==> src/rtl/group_quantizer_pkg.sv <==
// group_quantizer_pkg
//   Constants and types shared by the weight quantizer and the fused
//   dequantizer datapath. Holds the INT4/INT8 widths, the 4-bit code limit,
//   the quantizer state encoding and the code saturation helper.
package group_quantizer_pkg;

  localparam int INT4_W   = 4;
  localparam int INT8_W   = 8;
  localparam int INT4_MAX = 15;

  // Divider operand width: the largest dividend is 255 + floor(15/2) = 262.
  localparam int QDIV_W = 9;

  typedef enum logic [1:0] {
    COLLECT,
    SCALE,
    DIVIDE,
    EMIT
  } gq_state_e;

  // Adds the zero-point offset to a raw quotient and clamps it to the
  // largest INT4 code.
  function automatic logic [INT4_W-1:0] saturate_code(
    input logic [QDIV_W-1:0] quot,
    input logic [INT4_W-1:0] offset
  );
    int sum;
    sum = int'(quot) + int'(offset);
    if (sum > INT4_MAX) begin
      return INT4_W'(INT4_MAX);
    end
    return INT4_W'(sum);
  endfunction

endpackage

==> src/rtl/group_quantizer_if.sv <==
// group_quantizer_if
//   Streaming bus of the group quantizer.
//   Input side : valid_in / ready_in handshake carrying int8_in.
//   Output side: valid_out / ready_out handshake carrying int4_out together
//                with scale_out, offset_out and last_out (end of group).
//   Modports   : slave  - the quantizer itself
//                master - the producer/consumer around it
interface group_quantizer_if;
  import group_quantizer_pkg::*;

  logic              valid_in;
  logic              ready_in;
  logic [INT8_W-1:0] int8_in;
  logic              valid_out;
  logic              ready_out;
  logic [INT4_W-1:0] int4_out;
  logic [INT4_W-1:0] scale_out;
  logic [INT4_W-1:0] offset_out;
  logic              last_out;

  modport slave (
    input  valid_in,
    input  int8_in,
    input  ready_out,
    output ready_in,
    output valid_out,
    output int4_out,
    output scale_out,
    output offset_out,
    output last_out
  );

  modport master (
    output valid_in,
    output int8_in,
    output ready_out,
    input  ready_in,
    input  valid_out,
    input  int4_out,
    input  scale_out,
    input  offset_out,
    input  last_out
  );

endinterface

==> src/rtl/group_quantizer_divider.sv <==
// quant_divider
//   9-bit by 4-bit sequential restoring divider, one quotient bit per cycle,
//   MSB first. The first quotient bit is resolved on the start edge directly
//   from the dividend/divisor inputs, so a full quotient takes exactly
//   QDIV_W cycles from start; done pulses for one cycle once it is complete.
//   Ports:
//     clk, rst  - clock, synchronous active-low reset
//     start     - load operands and resolve the first quotient bit
//     dividend  - 9-bit unsigned dividend
//     divisor   - 4-bit unsigned divisor, must be non-zero
//     busy      - remaining quotient bits are being produced
//     done      - one-cycle pulse, quotient is valid
//     quotient  - 9-bit quotient, held until the next start
module quant_divider
  import group_quantizer_pkg::*;
(
  input  logic              clk,
  input  logic              rst,
  input  logic              start,
  input  logic [QDIV_W-1:0] dividend,
  input  logic [INT4_W-1:0] divisor,
  output logic              busy,
  output logic              done,
  output logic [QDIV_W-1:0] quotient
);

  logic [INT4_W-1:0] rem_q;
  logic [INT4_W-1:0] divisor_q;
  logic [QDIV_W-1:0] dvd_q;
  logic [QDIV_W-1:0] quot_q;
  logic [3:0]        steps_q;

  logic [INT4_W-1:0] rem_src;
  logic [INT4_W-1:0] div_src;
  logic              bit_src;
  logic [INT4_W:0]   trial;
  logic              q_bit;
  logic [INT4_W-1:0] rem_next;

  // One restoring step. The partial remainder always stays below the
  // divisor, so it fits in four bits both before and after the subtract.
  always_comb begin
    rem_src  = start ? '0 : rem_q;
    div_src  = start ? divisor : divisor_q;
    bit_src  = start ? dividend[QDIV_W-1] : dvd_q[QDIV_W-1];
    trial    = {rem_src, bit_src};
    q_bit    = (trial >= {1'b0, div_src});
    rem_next = q_bit ? INT4_W'(trial - {1'b0, div_src}) : trial[INT4_W-1:0];
  end

  always_ff @(posedge clk) begin
    if (!rst) begin
      rem_q     <= '0;
      divisor_q <= '0;
      dvd_q     <= '0;
      quot_q    <= '0;
      steps_q   <= '0;
      busy      <= 1'b0;
      done      <= 1'b0;
    end else begin
      done <= 1'b0;
      if (start) begin
        rem_q     <= rem_next;
        divisor_q <= div_src;
        dvd_q     <= {dividend[QDIV_W-2:0], 1'b0};
        quot_q    <= {{(QDIV_W-1){1'b0}}, q_bit};
        steps_q   <= 4'(QDIV_W - 1);
        busy      <= 1'b1;
      end else if (busy) begin
        rem_q   <= rem_next;
        dvd_q   <= {dvd_q[QDIV_W-2:0], 1'b0};
        quot_q  <= {quot_q[QDIV_W-2:0], q_bit};
        steps_q <= steps_q - 4'd1;
        if (steps_q == 4'd1) begin
          busy <= 1'b0;
          done <= 1'b1;
        end
      end
    end
  end

  assign quotient = quot_q;

endmodule

==> src/rtl/group_quantizer.sv <==
// group_quantizer
//   Streaming INT8 -> INT4 weight quantizer. Buffers a group of GROUP_SIZE
//   unsigned bytes, picks the smallest 4-bit scale that covers the group
//   maximum over the code range 15-OFFSET, then divides every element
//   (rounded to nearest) by that scale and emits one code per element.
//   Ports:
//     clk  - clock
//     rst  - synchronous active-low reset
//     bus  - group_quantizer_if.slave: input handshake (valid_in/ready_in/
//            int8_in) and output handshake (valid_out/ready_out/int4_out,
//            scale_out, offset_out, last_out)
module group_quantizer
  import group_quantizer_pkg::*;
#(
  parameter int GROUP_SIZE = 8,
  parameter int OFFSET     = 0
)
(
  input  logic               clk,
  input  logic               rst,
  group_quantizer_if.slave   bus
);

  localparam int CNT_W = $clog2(GROUP_SIZE);
  localparam logic [CNT_W-1:0] LAST_IDX = CNT_W'(GROUP_SIZE - 1);
  localparam int RANGE = INT4_MAX - OFFSET;

  gq_state_e state_q;
  gq_state_e state_d;

  logic [INT8_W-1:0] buffer [GROUP_SIZE];
  logic [CNT_W-1:0]  cnt_q;
  logic [CNT_W-1:0]  idx_q;
  logic [INT8_W-1:0] max_q;
  logic [INT4_W-1:0] scale_q;
  logic [INT4_W-1:0] int4_q;
  logic              valid_q;
  logic              last_q;

  logic              ready_in;
  logic              accept;
  logic              last_accept;
  logic              out_hs;
  logic              div_start;
  logic              form_code;
  logic [INT4_W-1:0] scale_calc;
  logic [INT4_W-1:0] div_divisor;
  logic [CNT_W-1:0]  div_idx;
  logic [QDIV_W-1:0] div_dividend;
  logic              div_busy;
  logic              div_done;
  logic [QDIV_W-1:0] div_quot;

  assign accept      = bus.valid_in && ready_in;
  assign last_accept = accept && (cnt_q == LAST_IDX);
  assign out_hs      = valid_q && bus.ready_out;

  // Smallest scale s with RANGE*s >= max; scanning downward lets the
  // smallest qualifying value win. 15 is the fallback for oversized groups.
  always_comb begin
    scale_calc = INT4_W'(INT4_MAX);
    for (int s = INT4_MAX; s >= 1; s--) begin
      if (RANGE * s >= int'(max_q)) begin
        scale_calc = INT4_W'(s);
      end
    end
  end

  // The divider starts on the SCALE exit edge (scale not yet registered,
  // element 0) or on a non-final output handshake (next element).
  always_comb begin
    div_divisor  = (state_q == SCALE) ? scale_calc : scale_q;
    div_idx      = (state_q == SCALE) ? '0 : idx_q + 1'b1;
    div_dividend = QDIV_W'(buffer[div_idx]) + QDIV_W'(div_divisor >> 1);
  end

  quant_divider u_divider (
    .clk      (clk),
    .rst      (rst),
    .start    (div_start),
    .dividend (div_dividend),
    .divisor  (div_divisor),
    .busy     (div_busy),
    .done     (div_done),
    .quotient (div_quot)
  );

  always_ff @(posedge clk) begin
    if (!rst) begin
      state_q <= COLLECT;
    end else begin
      state_q <= state_d;
    end
  end

  always_comb begin
    state_d = state_q;
    unique case (state_q)
      COLLECT: if (last_accept) state_d = SCALE;
      SCALE:   state_d = DIVIDE;
      DIVIDE:  if (form_code) state_d = EMIT;
      EMIT:    if (out_hs) state_d = last_q ? COLLECT : DIVIDE;
      default: state_d = COLLECT;
    endcase
  end

  always_comb begin
    ready_in  = (state_q == COLLECT);
    div_start = (state_q == SCALE) || ((state_q == EMIT) && out_hs && !last_q);
    form_code = (state_q == DIVIDE) && div_done && !div_busy;
  end

  // Buffer contents need no reset: every entry is rewritten before the
  // next group reads it.
  always_ff @(posedge clk) begin
    if (accept) begin
      buffer[cnt_q] <= bus.int8_in;
    end
  end

  always_ff @(posedge clk) begin
    if (!rst) begin
      cnt_q   <= '0;
      idx_q   <= '0;
      max_q   <= '0;
      scale_q <= '0;
      int4_q  <= '0;
      valid_q <= 1'b0;
      last_q  <= 1'b0;
    end else begin
      if (accept) begin
        cnt_q <= cnt_q + 1'b1;
        if (bus.int8_in > max_q) begin
          max_q <= bus.int8_in;
        end
      end
      if (state_q == SCALE) begin
        scale_q <= scale_calc;
        idx_q   <= '0;
        cnt_q   <= '0;
        max_q   <= '0;
      end
      if (form_code) begin
        int4_q  <= saturate_code(div_quot, INT4_W'(OFFSET));
        valid_q <= 1'b1;
        last_q  <= (idx_q == LAST_IDX);
      end
      if (out_hs) begin
        valid_q <= 1'b0;
        if (last_q) begin
          last_q <= 1'b0;
        end else begin
          idx_q <= idx_q + 1'b1;
        end
      end
    end
  end

  assign bus.ready_in   = ready_in;
  assign bus.valid_out  = valid_q;
  assign bus.int4_out   = int4_q;
  assign bus.scale_out  = scale_q;
  assign bus.offset_out = INT4_W'(OFFSET);
  assign bus.last_out   = last_q;

endmodule

==> src/flat_wrapper.sv <==
// flat-port wrapper written by rule: the top's interface ports become plain ports
module group_quantizer_flat import group_quantizer_pkg::*;
#(
  parameter int GROUP_SIZE = 8,
  parameter int OFFSET     = 0
)
  (clk, rst, bus_valid_in, bus_int8_in, bus_ready_out, bus_ready_in, bus_valid_out, bus_int4_out, bus_scale_out, bus_offset_out, bus_last_out);
  group_quantizer_if bus_i ();
  input  logic clk;
  input  logic rst;
  input wire logic [$bits(bus_i.valid_in)-1:0] bus_valid_in;
  input wire logic [$bits(bus_i.int8_in)-1:0] bus_int8_in;
  input wire logic [$bits(bus_i.ready_out)-1:0] bus_ready_out;
  output wire logic [$bits(bus_i.ready_in)-1:0] bus_ready_in;
  output wire logic [$bits(bus_i.valid_out)-1:0] bus_valid_out;
  output wire logic [$bits(bus_i.int4_out)-1:0] bus_int4_out;
  output wire logic [$bits(bus_i.scale_out)-1:0] bus_scale_out;
  output wire logic [$bits(bus_i.offset_out)-1:0] bus_offset_out;
  output wire logic [$bits(bus_i.last_out)-1:0] bus_last_out;
  assign bus_i.valid_in = bus_valid_in;
  assign bus_i.int8_in = bus_int8_in;
  assign bus_i.ready_out = bus_ready_out;
  assign bus_ready_in = bus_i.ready_in;
  assign bus_valid_out = bus_i.valid_out;
  assign bus_int4_out = bus_i.int4_out;
  assign bus_scale_out = bus_i.scale_out;
  assign bus_offset_out = bus_i.offset_out;
  assign bus_last_out = bus_i.last_out;
  group_quantizer #(.GROUP_SIZE(GROUP_SIZE), .OFFSET(OFFSET)) u_core (.clk(clk), .rst(rst), .bus(bus_i));
endmodule
==> config.mk <==
export PLATFORM = sky130hd
export DESIGN_NAME = group_quantizer_flat
export DESIGN_NICKNAME = d
export VERILOG_FILES = /design/src/rtl/group_quantizer_pkg.sv /design/src/rtl/group_quantizer_if.sv /design/src/rtl/group_quantizer_divider.sv /design/src/rtl/group_quantizer.sv /design/src/flat_wrapper.sv
export SDC_FILE = /design/constraint.sdc
export NUM_CORES = 1
export LEC_CHECK = 0
export CORE_MARGIN = 8
export CORE_UTILIZATION = 30
export CTS_CLUSTER_DIAMETER = 150
export DETAILED_ROUTE_END_ITERATION = 12
export GPL_TIMING_DRIVEN = 0
export PLACE_DENSITY_LB_ADDON = 0.3
export SLEW_MARGIN = 20
export SYNTH_ARGS = -nofsm -noshare
export SYNTH_HDL_FRONTEND = slang
export SYNTH_SLANG_ARGS = --single-unit
export TNS_END_PERCENT = 10
==> constraint.sdc <==
create_clock -name clk -period 5.9 [get_ports clk]
set_input_delay 1.18 -clock clk [delete_from_list [all_inputs] [get_ports clk]]
set_output_delay 1.18 -clock clk [all_outputs]
set_load 0.02 [all_outputs]
==> flow_metrics.py <==
metrics = {
    "place": {
        "hpwlAfterDp_mm": 10.3,
        "routabilityCongestion": 0.808,
        "placedCellCount": 845,
        "io_buffers": 22,
    },
    "route": {
        "antenna_left": 0,
        "drt_iter0_drc": 287,
        "drc": 0,
        "vias_per_cell": 4.82,
        "vias": 4217,
        "wl_per_cell_um": 16.2,
        "drt-total-wl_mm": 14.2,
        "first_pass_iters": 4,
    },
    "timing": {
        "holdWs_ns": 0.492,
        "rsz0062_at_grt": "no",
        "maxSlewViolCount": 0,
        "setup_viol": 0,
        "tns_ns": 0,
        "worst-slew-pin-transition_ns": 0.926,
        "timing.fmax_mhz": 197,
        "min_period_ns": 5.07,
        "finalHoldViolCount": 0,
        "finClkSkew_ns": 0.0105,
        "finalCritPeriodShare": 0.860,
        "timing.slew.headroom": 0.381,
    },
    "die": {
        "die_h_um": 158,
        "dieArea_um2": 25000,
        "initial_core_util": 0.303,
        "io_pins": 27,
        "fp-row-count": 52,
        "die_x_um": 158,
        "design.core.area_um2": 20000,
    },
    "global_routing": {
        "grt_pass1_wl_mm": 23.0,
        "overflow": 0,
        "track_usage": 0.121,
        "grt_max_degree": 17,
        "grt_pass1_vias": 4311,
        "antenna_found_initial": 0,
    },
    "hold_path": {
        "hp-class": "flip-flop to flip-flop",
        "min_path_cells": 2,
    },
    "clocking": {
        "cts_tree": "done",
        "postCtsResizedCells": 0,
        "clk_path_buf_depth": 2,
        "clk_pin_slew_worst_paths_ns": 0.05,
        "cts_setup_buffers": 0,
        "cts_hold_buf": 0,
        "cts_root_buf": "clkbuf_16",
        "cts_made_buffers": 17,
        "clock_sinks": 121,
        "clock_latency_ns": 0.41,
        "htreeDepth": 4,
    },
    "setup_path": {
        "critical_path.top_delay_family": "adder cells",
        "crit_fanout": 10,
        "crit_buf_inv": 2,
        "worstSetupStartpointType": "flip-flop",
        "cp_cell_sequence": "ha_1 > ha_1 > buf_4 > clkbuf_1 > mux4_2 > mux2_2 > ha_1 > fa_1 > a21oi_1 > a21oi_4 > a41oi_2 > ha_1 > nor2b_1 > o21ai_0 > nand2b_1 > a221o_1 > mux2_1 > a21oi_1",
        "path_class": "flip-flop to flip-flop",
        "end_kind": "flip-flop",
        "arrival_ns": 5.41,
        "path_depth": 18,
        "required_ns": 6.23,
        "crit_top_cell": "ha_1",
        "cp_slowest_cell": "mux4_2",
        "r2r_cells": 18,
        "cpPeakStageDelay_ns": 0.59,
    },
    "finish": {
        "drive_gt1_frac": 0.140,
        "fillers": 2007,
        "num_antenna_cells": 0,
        "num-nets-final": 629,
        "final_common_cell": "edfxtp_1",
        "most-common-layout-cells": "64 x edfxtp_1, 57 x dfxtp_1, 49 x nor2_1",
        "syn_to_final_growth_pct": 18.1,
        "fin_cells": 875,
    },
    "yosys": {
        "syn_area_per_cell_um2": 11.0,
        "syn_inst": 550,
        "synth-async-reset-ratio": 0,
        "ys_types": 71,
        "synth_area_leaders": "edfxtp_1 32%, dfxtp_1 19%, mux2i_1 5.4%",
        "yosysWarnings": 0,
        "synth_top_area_cell": "edfxtp_1",
        "synth_edf_count": 64,
        "syn_area_um2": 6070,
        "synth_ff_type": "edfxtp_1",
        "ys_seq_area_frac": 0.505,
        "synth_top_cell_area_share": 0.317,
        "ys_seq_elements": 121,
    },
    "run": {
        "cap_violations": 0,
    },
    "pwr": {
        "ir_drop_v": 0.000144,
        "power.density_nw_per_um2": 270,
        "leakage_uw": 0.00253,
    },
    "outcome": {
        "outcome": "complete, no violations",
    },
}
cells in the mapped netlist (all sizes together) (2+ instances only):
cell type,number
inv,16
edfxtp,64
nor2b,20
o21ai,28
o221ai,4
nand3,14
and3,5
nor3,11
nand2b,15
nand4,2
o221a,6
nor2,49
a22oi,3
buf,21
fa,2
mux4,7
o211a,2
mux2i,33
a21oi,26
a31oi,5
a221oi,2
o21a,4
xnor2,6
a21boi,6
a21o,2
nand2,43
dfxtp,57
clkbuf,18
a41oi,2
mux2,10
o211ai,5
ha,21
and2,13
nor4,2
a211oi,4
or2,2
a311o,3
final timing paths:
kind / slack [ns] / startpoint / to
worst max-delay path: 0.83 / u_core.idx_q[0] / u_core.u_divider.rem_q[1]
worst min-delay path: 0.49 / u_core.idx_q[1] / u_core.idx_q[1]
worst max register to register: 0.83 / u_core.idx_q[0] / u_core.u_divider.rem_q[1]
worst min register to register: 0.49 / u_core.idx_q[1] / u_core.idx_q[1]
registers in the layout, indices dropped and copies added, names as in the netlist:
signal	flops
u_core.u_divider.busy	1
u_core.u_divider.quotient	9
u_core.u_divider.steps_q	4
u_core.buffer	64
u_core.cnt_q	3
u_core.bus.valid_out	1
u_core.max_q	8
u_core.bus.int4_out	4
u_core.bus.last_out	1
u_core.idx_q	3
u_core.u_divider.dvd_q	8
u_core.bus.scale_out	4
u_core.u_divider.done	1
u_core.state_q	2
u_core.u_divider.divisor_q	4
u_core.u_divider.rem_q	4
per-layer routing:
layer / GRT usage / part of all wire
met1: 0.148 / 0.45
met2: 0.202 / 0.49
met3: 0.0296 / 0.043
met4: 0.0454 / 0.014
met5: 0 / 0
worst reg2reg max path, delay by kind of cell, from the launching register on:
kind	cells	cell delay [ns]
multiplexers	3	1.22
buffers and inverters	2	0.65
flip-flops	1	0.32
AO/OA/AOI/OAI	6	1.32
adder cells (fa/ha/maj)	5	1.33
AND/OR/NAND/NOR	2	0.16
area by class of cell:
type | count | area [um^2] | area share
Buffer | 39 | 219 | 0.0305
Clock buffer | 20 | 437 | 0.0609
Clock inverter | 10 | 81.3 | 0.0113
Inverter | 16 | 60.1 | 0.00838
Multi-Input combinational cell | 377 | 2750 | 0.384
Sequential cell | 121 | 3060 | 0.427
Tap cell | 270 | 338 | 0.0471
Timing Repair Buffer | 22 | 220 | 0.0307
cells by family after synthesis:
| kind of cell | after synthesis | share of synthesized area |
|---|---|---|
| AND/OR/NAND/NOR | 180 | 0.150 |
| flip-flops | 121 | 0.505 |
| AO/OA/AOI/OAI | 113 | 0.140 |
| buffers and inverters | 55 | 0.0460 |
| multiplexers | 50 | 0.0989 |
| adder cells (fa/ha/maj) | 23 | 0.0499 |
| XOR/XNOR | 7 | 0.0101 |
| other | 1 | 0.000618 |
metrics by stage:
step | power [uW] | utilization | cell area [um^2] | worst slack, ns
global route | 2000 | 0.358 | 7170 | 0.483
global placement | 1030 | 0.331 | 6640 | 0.897
CTS | 1950 | 0.358 | 7170 | 0.780
finish | 1940 | 0.358 | 7170 | 0.826
floorplan | 997 | - | 6080 | 1.45
detailed placement | 1040 | 0.332 | 6650 | 0.804
report_power, final:
| part | internal, uW | switching (uW) |
|---|---|---|
| sequential | 902 | 8.85 |
| clock | 566 | 350 |
| combinational | 41.1 | 68.6 |
Power figures use the tool's default switching activity.
